<file path="src/rtl/up_counter_if.sv">
`default_nettype none
// ---------------------------------------------------------------------------
// up_counter_if : control/status bundle for the loadable up counter
// Rev 1.0
// ---------------------------------------------------------------------------
interface up_counter_if #(
  parameter int WIDTH = 8
);
  logic             load;
  logic [WIDTH-1:0] data;
  logic             en;
  logic [WIDTH-1:0] limit;
  logic             mode;
  logic [WIDTH-1:0] count;
  logic             tc;
  logic             ovf;
  logic             busy;

  modport master (
    output load, data, en, limit, mode,
    input  count, tc, ovf, busy
  );

  modport slave (
    input  load, data, en, limit, mode,
    output count, tc, ovf, busy
  );
endinterface
`default_nettype wire

</file>
<file path="src/rtl/up_counter.sv">
`default_nettype none
// ---------------------------------------------------------------------------
// up_counter : loadable up counter, wraps or saturates at a live limit
// Rev 1.0
// ---------------------------------------------------------------------------
module up_counter #(
  parameter int WIDTH = 8
) (
  input  wire logic    clk,
  input  wire logic    rst,
  up_counter_if.slave  bus
);

  typedef enum logic [1:0] {
    S_IDLE  = 2'd0,
    S_COUNT = 2'd1,
    S_DONE  = 2'd2
  } state_t;

  localparam logic [WIDTH-1:0] c_one = {{(WIDTH-1){1'b0}}, 1'b1};

  state_t           state_q, state_d;
  logic [WIDTH-1:0] count_q, count_d;
  logic             tc_q, tc_d;
  logic             ovf_q, ovf_d;
  logic             busy_q, busy_d;

  always_ff @(posedge clk) begin
    if (rst) begin
      state_q <= S_IDLE;
      count_q <= '0;
      tc_q    <= 1'b0;
      ovf_q   <= 1'b0;
      busy_q  <= 1'b0;
    end else begin
      state_q <= state_d;
      count_q <= count_d;
      tc_q    <= tc_d;
      ovf_q   <= ovf_d;
      busy_q  <= busy_d;
    end
  end

  always_comb begin
    state_d = state_q;
    count_d = count_q;
    tc_d    = 1'b0;
    ovf_d   = ovf_q;
    busy_d  = busy_q;
    if (bus.load) begin
      count_d = bus.data;
      ovf_d   = 1'b0;
      state_d = S_COUNT;
      busy_d  = 1'b1;
    end else begin
      case (state_q)
        S_COUNT: begin
          if (bus.en) begin
            // Only an exact match is terminal; rolling past all-ones is silent.
            if (count_q == bus.limit) begin
              tc_d = 1'b1;
              if (bus.mode) begin
                state_d = S_DONE;
                busy_d  = 1'b0;
              end else begin
                count_d = '0;
                ovf_d   = 1'b1;
              end
            end else begin
              count_d = count_q + c_one;
            end
          end
        end
        default: ;
      endcase
    end
  end

  assign bus.count = count_q;
  assign bus.tc    = tc_q;
  assign bus.ovf   = ovf_q;
  assign bus.busy  = busy_q;

endmodule
`default_nettype wire

</file>
<file path="src/flat_wrapper.sv">
// flat-port wrapper written by rule: the top's interface ports become plain ports
module up_counter_flat 
#(
  parameter int WIDTH = 8
)
  (clk, rst, bus_load, bus_data, bus_en, bus_limit, bus_mode, bus_count, bus_tc, bus_ovf, bus_busy);
  up_counter_if #(.WIDTH(WIDTH)) bus_i ();
  input  wire logic clk;
  input  wire logic rst;
  input wire logic [$bits(bus_i.load)-1:0] bus_load;
  input wire logic [$bits(bus_i.data)-1:0] bus_data;
  input wire logic [$bits(bus_i.en)-1:0] bus_en;
  input wire logic [$bits(bus_i.limit)-1:0] bus_limit;
  input wire logic [$bits(bus_i.mode)-1:0] bus_mode;
  output wire logic [$bits(bus_i.count)-1:0] bus_count;
  output wire logic [$bits(bus_i.tc)-1:0] bus_tc;
  output wire logic [$bits(bus_i.ovf)-1:0] bus_ovf;
  output wire logic [$bits(bus_i.busy)-1:0] bus_busy;
  assign bus_i.load = bus_load;
  assign bus_i.data = bus_data;
  assign bus_i.en = bus_en;
  assign bus_i.limit = bus_limit;
  assign bus_i.mode = bus_mode;
  assign bus_count = bus_i.count;
  assign bus_tc = bus_i.tc;
  assign bus_ovf = bus_i.ovf;
  assign bus_busy = bus_i.busy;
  up_counter #(.WIDTH(WIDTH)) u_core (.clk(clk), .rst(rst), .bus(bus_i));
endmodule
</file>
<file path="config.mk">
export PLATFORM = sky130hd
export DESIGN_NAME = up_counter_flat
export DESIGN_NICKNAME = d
export VERILOG_FILES = /design/src/rtl/up_counter_if.sv /design/src/rtl/up_counter.sv /design/src/flat_wrapper.sv
export SDC_FILE = /design/constraint.sdc
export NUM_CORES = 1
export LEC_CHECK = 0
export BUFFER_PORTS_ARGS = -buffer_cell sky130_fd_sc_hd__buf_2
export CORE_UTILIZATION = 41
export DETAILED_ROUTE_END_ITERATION = 8
export MAX_ROUTING_LAYER = met4
export PLACE_DENSITY = 0.72
export SYNTH_ARGS = -nofsm -noshare
export SYNTH_HDL_FRONTEND = slang
export SYNTH_SLANG_ARGS = --single-unit
</file>
<file path="constraint.sdc">
create_clock -name clk -period 2 [get_ports clk]
set_clock_uncertainty 0.2 [all_clocks]
set_input_delay 0.4 -clock clk [delete_from_list [all_inputs] [get_ports clk]]
set_output_delay 0.4 -clock clk [all_outputs]
set_load 0.01 [all_outputs]
</file>
==> metrics.md <==
| Metric | Value |
|---|---|
| Run status | `completed` |
| Setup crit start | `u_core.bus.count[1]` |
| Initial antenna violation count | `0` |
| Clock Path Buffers | `2` |
| Hold Violations, Final | `0` |
| Syn Inst Count | `85` |
| Hold Crit Class | `in -> reg` |
| Drt pass-1 iters | `4` |
| Seq pwr share | `0.437` |
| Post-synth EDFFs | `0` |
| Wirelength per Cell | `roughly 14 um` |
| PD cells | `586 nW/um2` |
| Global route overflow | `0` |
| Final Critical Period | `around 1.9 ns` |
| Clock Pin Slew Worst Setup and Hold Paths | `approximately 0.070 ns` |
| CP Capture Point | `u_core.bus.count[3]` |
| First-pass GRT wire length | `approximately 3200 um` |
| Post-DRT Antenna Nets | `0` |
| CP dominant cell by count | `buf_4` |
| Measured slew at the worst slew-check pin | `0.314 ns` |
| Inst Count DP | `roughly 150` |
| DRT Wirelength | `2140 um` |
| Distinct cells, synth | `31` |
| VDD IR max | `between 400 and 500 uV` |
| Clk root buf | `clkbuf_4` |
| R2R cell count | `7` |
| Max-cap violations | `0` |
| I/O Pins | `32` |
| Net Count, Synth | `roughly 110` |
| Design Area, Final | `between 1000 and 1500 um2` |
| CTS tree | `done` |
| Capture point of the worst reg-to-reg path | `u_core.bus.count[3]` |
| Synth async-reset ratio | `0` |
| Number of synthesized register bits | `12` |
| Die Wd | `about 44 um` |
| Critical-path cell list | `xor2_1 -> nor4_1 -> buf_4 -> a32o_2 -> buf_4 -> a211oi_1 -> nor3_1` |
| Max incr delay on CP | `approximately 0.36 ns` |
| P&R area growth vs syn | `41.3%` |
| Worst slack at placement | `-0.0247 ns` |
| Fin worst setup slack | `about 0.080 ns` |
| Synth top area share | `0.325` |
| Switching power | `0.174 mW` |
| Core ar. | `roughly 1600 um2` |
| Switching Share | `0.284` |
| Slew HR | `0.791` |
| Layout cells sized above 1 | `0.438` |
| Syn Area/Cell | `a little under 9 um2` |
| Max FO, Critical Path | `6` |
| ANT cells | `0` |
| Clock Latency Late Sink | `0.27 ns` |
| Via count | `slightly above 800` |
| Routability cong. | `between 0.7 and 0.8` |
| DRT iter0 DRCs | `24` |
| Fill cell count | `approximately 150` |
| Vias per inst | `about 5.3` |
| Seq/Total Area, Yosys | `0.325` |
| Hold slack | `around 0.25 ns` |
| Main synth FF type | `dfxtp_1` |
| Worst R2R Start | `u_core.bus.count[1]` |
| Yosys top cell by area | `dfxtp_1` |
| Synth area leaders | `dfxtp_1, xor2_1, o32ai_1` |
| Clock Power Share | `0.316` |
| FP Rows | `14` |
| Fmax | `approximately 520 MHz` |
| Vias in the first global route | `roughly 740` |
| Req. time, crit path | `approximately 2 ns` |
| Comb power frac | `0.248` |
| Starting Density | `0.464` |
| I/O Buffers | `31` |
| Number of H-tree levels | `1` |
| CP max stage cell | `dfxtp_2` |
| CTS sink count | `12` |
| Leakage power total | `0.488 nW` |
| Die ar. | `approximately 2000 um2` |
| Crit path capture type | `register` |
| Yosys Warn Count | `0` |
| Startpoint types | `register` |
| GRT Util Overall | `0.227` |
| Layout Nets | `153` |
| CP Data Arrival Time | `around 1.9 ns` |
| Tcrit/Tclk final | `0.960` |
| Final Max Tran Viols | `0` |
| # setup viols final | `0` |
| Placed cell area | `966 um2` |
| Cts bufs inserted | `3` |
| Mapped Area | `between 700 and 800 um2` |
| Crit path kind | `reg -> reg` |
| Internal power | `about 0.44 mW` |
| Largest net degree at the start of global routing | `17` |
| DRC errors left | `0` |
| Fin cells | `roughly 150` |
| R2r setup slk | `about 0.080 ns` |
| Height of the chip | `about 44 um` |
| Post-DP HPWL | `between 1000 and 1500 um` |
==> metrics by stage <==
step,power (mW),utilization,setup TNS (ns)
floorplan,0.347,-,0
global placement,0.404,0.606,0
detailed placement,0.410,0.606,-0.0885
CTS,0.602,0.629,0
global route,0.650,0.655,-0.0000282
finish,0.612,0.655,0
==> area by class of cell <==
class,instances,area [um2],area share
Multi-Input combinational cell,64,457,0.437
Clock buffer,4,36.3,0.0347
Timing Repair Buffer,45,260,0.249
Inverter,5,18.8,0.0180
Sequential cell,12,243,0.232
Tap cell,24,30.0,0.0287
==> critical path: cells and delay by family (launching register included) <==
kind / cells / cell delay, ns
AO/OA/AOI/OAI: 2 / 0.29
XOR/XNOR: 1 / 0.17
flip-flops: 1 / 0.36
AND/OR/NAND/NOR: 2 / 0.50
buffers and inverters: 2 / 0.33
==> layer usage <==
metal | vias to the layer above | global-route usage | part of all wire
li1 | 415 | - | -
met1 | 363 | 0.266 | 0.44
met2 | 37 | 0.382 | 0.51
met3 | 2 | 0.0612 | 0.050
met4 | 0 | 0.0545 | 0.0028
met5 | - | - | 0
==> cells in the mapped netlist (all sizes together) (2+ instances only) <==
| cell | n |
|---|---|
| dfxtp | 12 |
| xor2 | 8 |
| a21oi | 7 |
| nor2 | 6 |
| inv | 5 |
| o32ai | 5 |
| a22oi | 4 |
| nor3 | 4 |
| a211oi | 3 |
| nand2 | 3 |
| nor4 | 3 |
| or2b | 3 |
| a221oi | 2 |
| a32oi | 2 |
| buf | 2 |
| clkbuf | 2 |
| nand2b | 2 |
| o21a | 2 |
==> logic make-up after synthesis <==
| logic type | after synthesis | share of synthesized area |
|---|---|---|
| AND/OR/NAND/NOR | 27 | 0.200 |
| XOR/XNOR | 8 | 0.0948 |
| flip-flops | 12 | 0.325 |
| buffers and inverters | 9 | 0.0711 |
| AO/OA/AOI/OAI | 28 | 0.293 |
| adder cells (fa/ha/maj) | 1 | 0.0169 |
==> state kept, by name (all words and copies together), names as in the netlist <==
register,flops
u_core.bus.tc,1
u_core.bus.ovf,1
u_core.state_q,1
u_core.bus.busy,1
u_core.bus.count,8
==> layout by cell type, fill, tap and decap left out, types with 4 or more instances in the layout <==
master / count
a21oi_1: 6
a22oi_1: 4
buf_2: 31
buf_4: 14
dfxtp_1: 10
inv_1: 5
nor2_1: 6
nor3_1: 4
o32ai_1: 5
xor2_1: 8
==> worst min path at each step <==
stage,slack [ns],cells after the start,startpoint,end
floorplan,0.23,1,u_core.state_q[1],u_core.state_q[1]
global placement,0.24,1,u_core.bus.ovf,u_core.bus.ovf
detailed placement,0.25,1,u_core.bus.ovf,u_core.bus.ovf
CTS,0.26,3,bus_data[1],u_core.bus.count[1]
global route,0.24,3,bus_data[1],u_core.bus.count[1]
finish,0.25,3,bus_data[1],u_core.bus.count[1]
==> power groups by stage <==
stage	logic (mW)	registers [mW]	clock network, mW
2_1_floorplan	0.0700	0.277	0
3_3_place_gp	0.134	0.270	0
3_5_place_dp	0.138	0.272	0
4_1_cts	0.139	0.266	0.198
5_1_grt	0.164	0.269	0.217
6_report	0.152	0.267	0.193
==> repair_timing <==
action                                  4_1_cts  5_1_grt
hold buffers                                  0        0
endpoints found under the setup margin        0        6
setup buffers                                 0        4
resized for setup                             0        4
No activity file was read; power rests on OpenSTA's default activity.
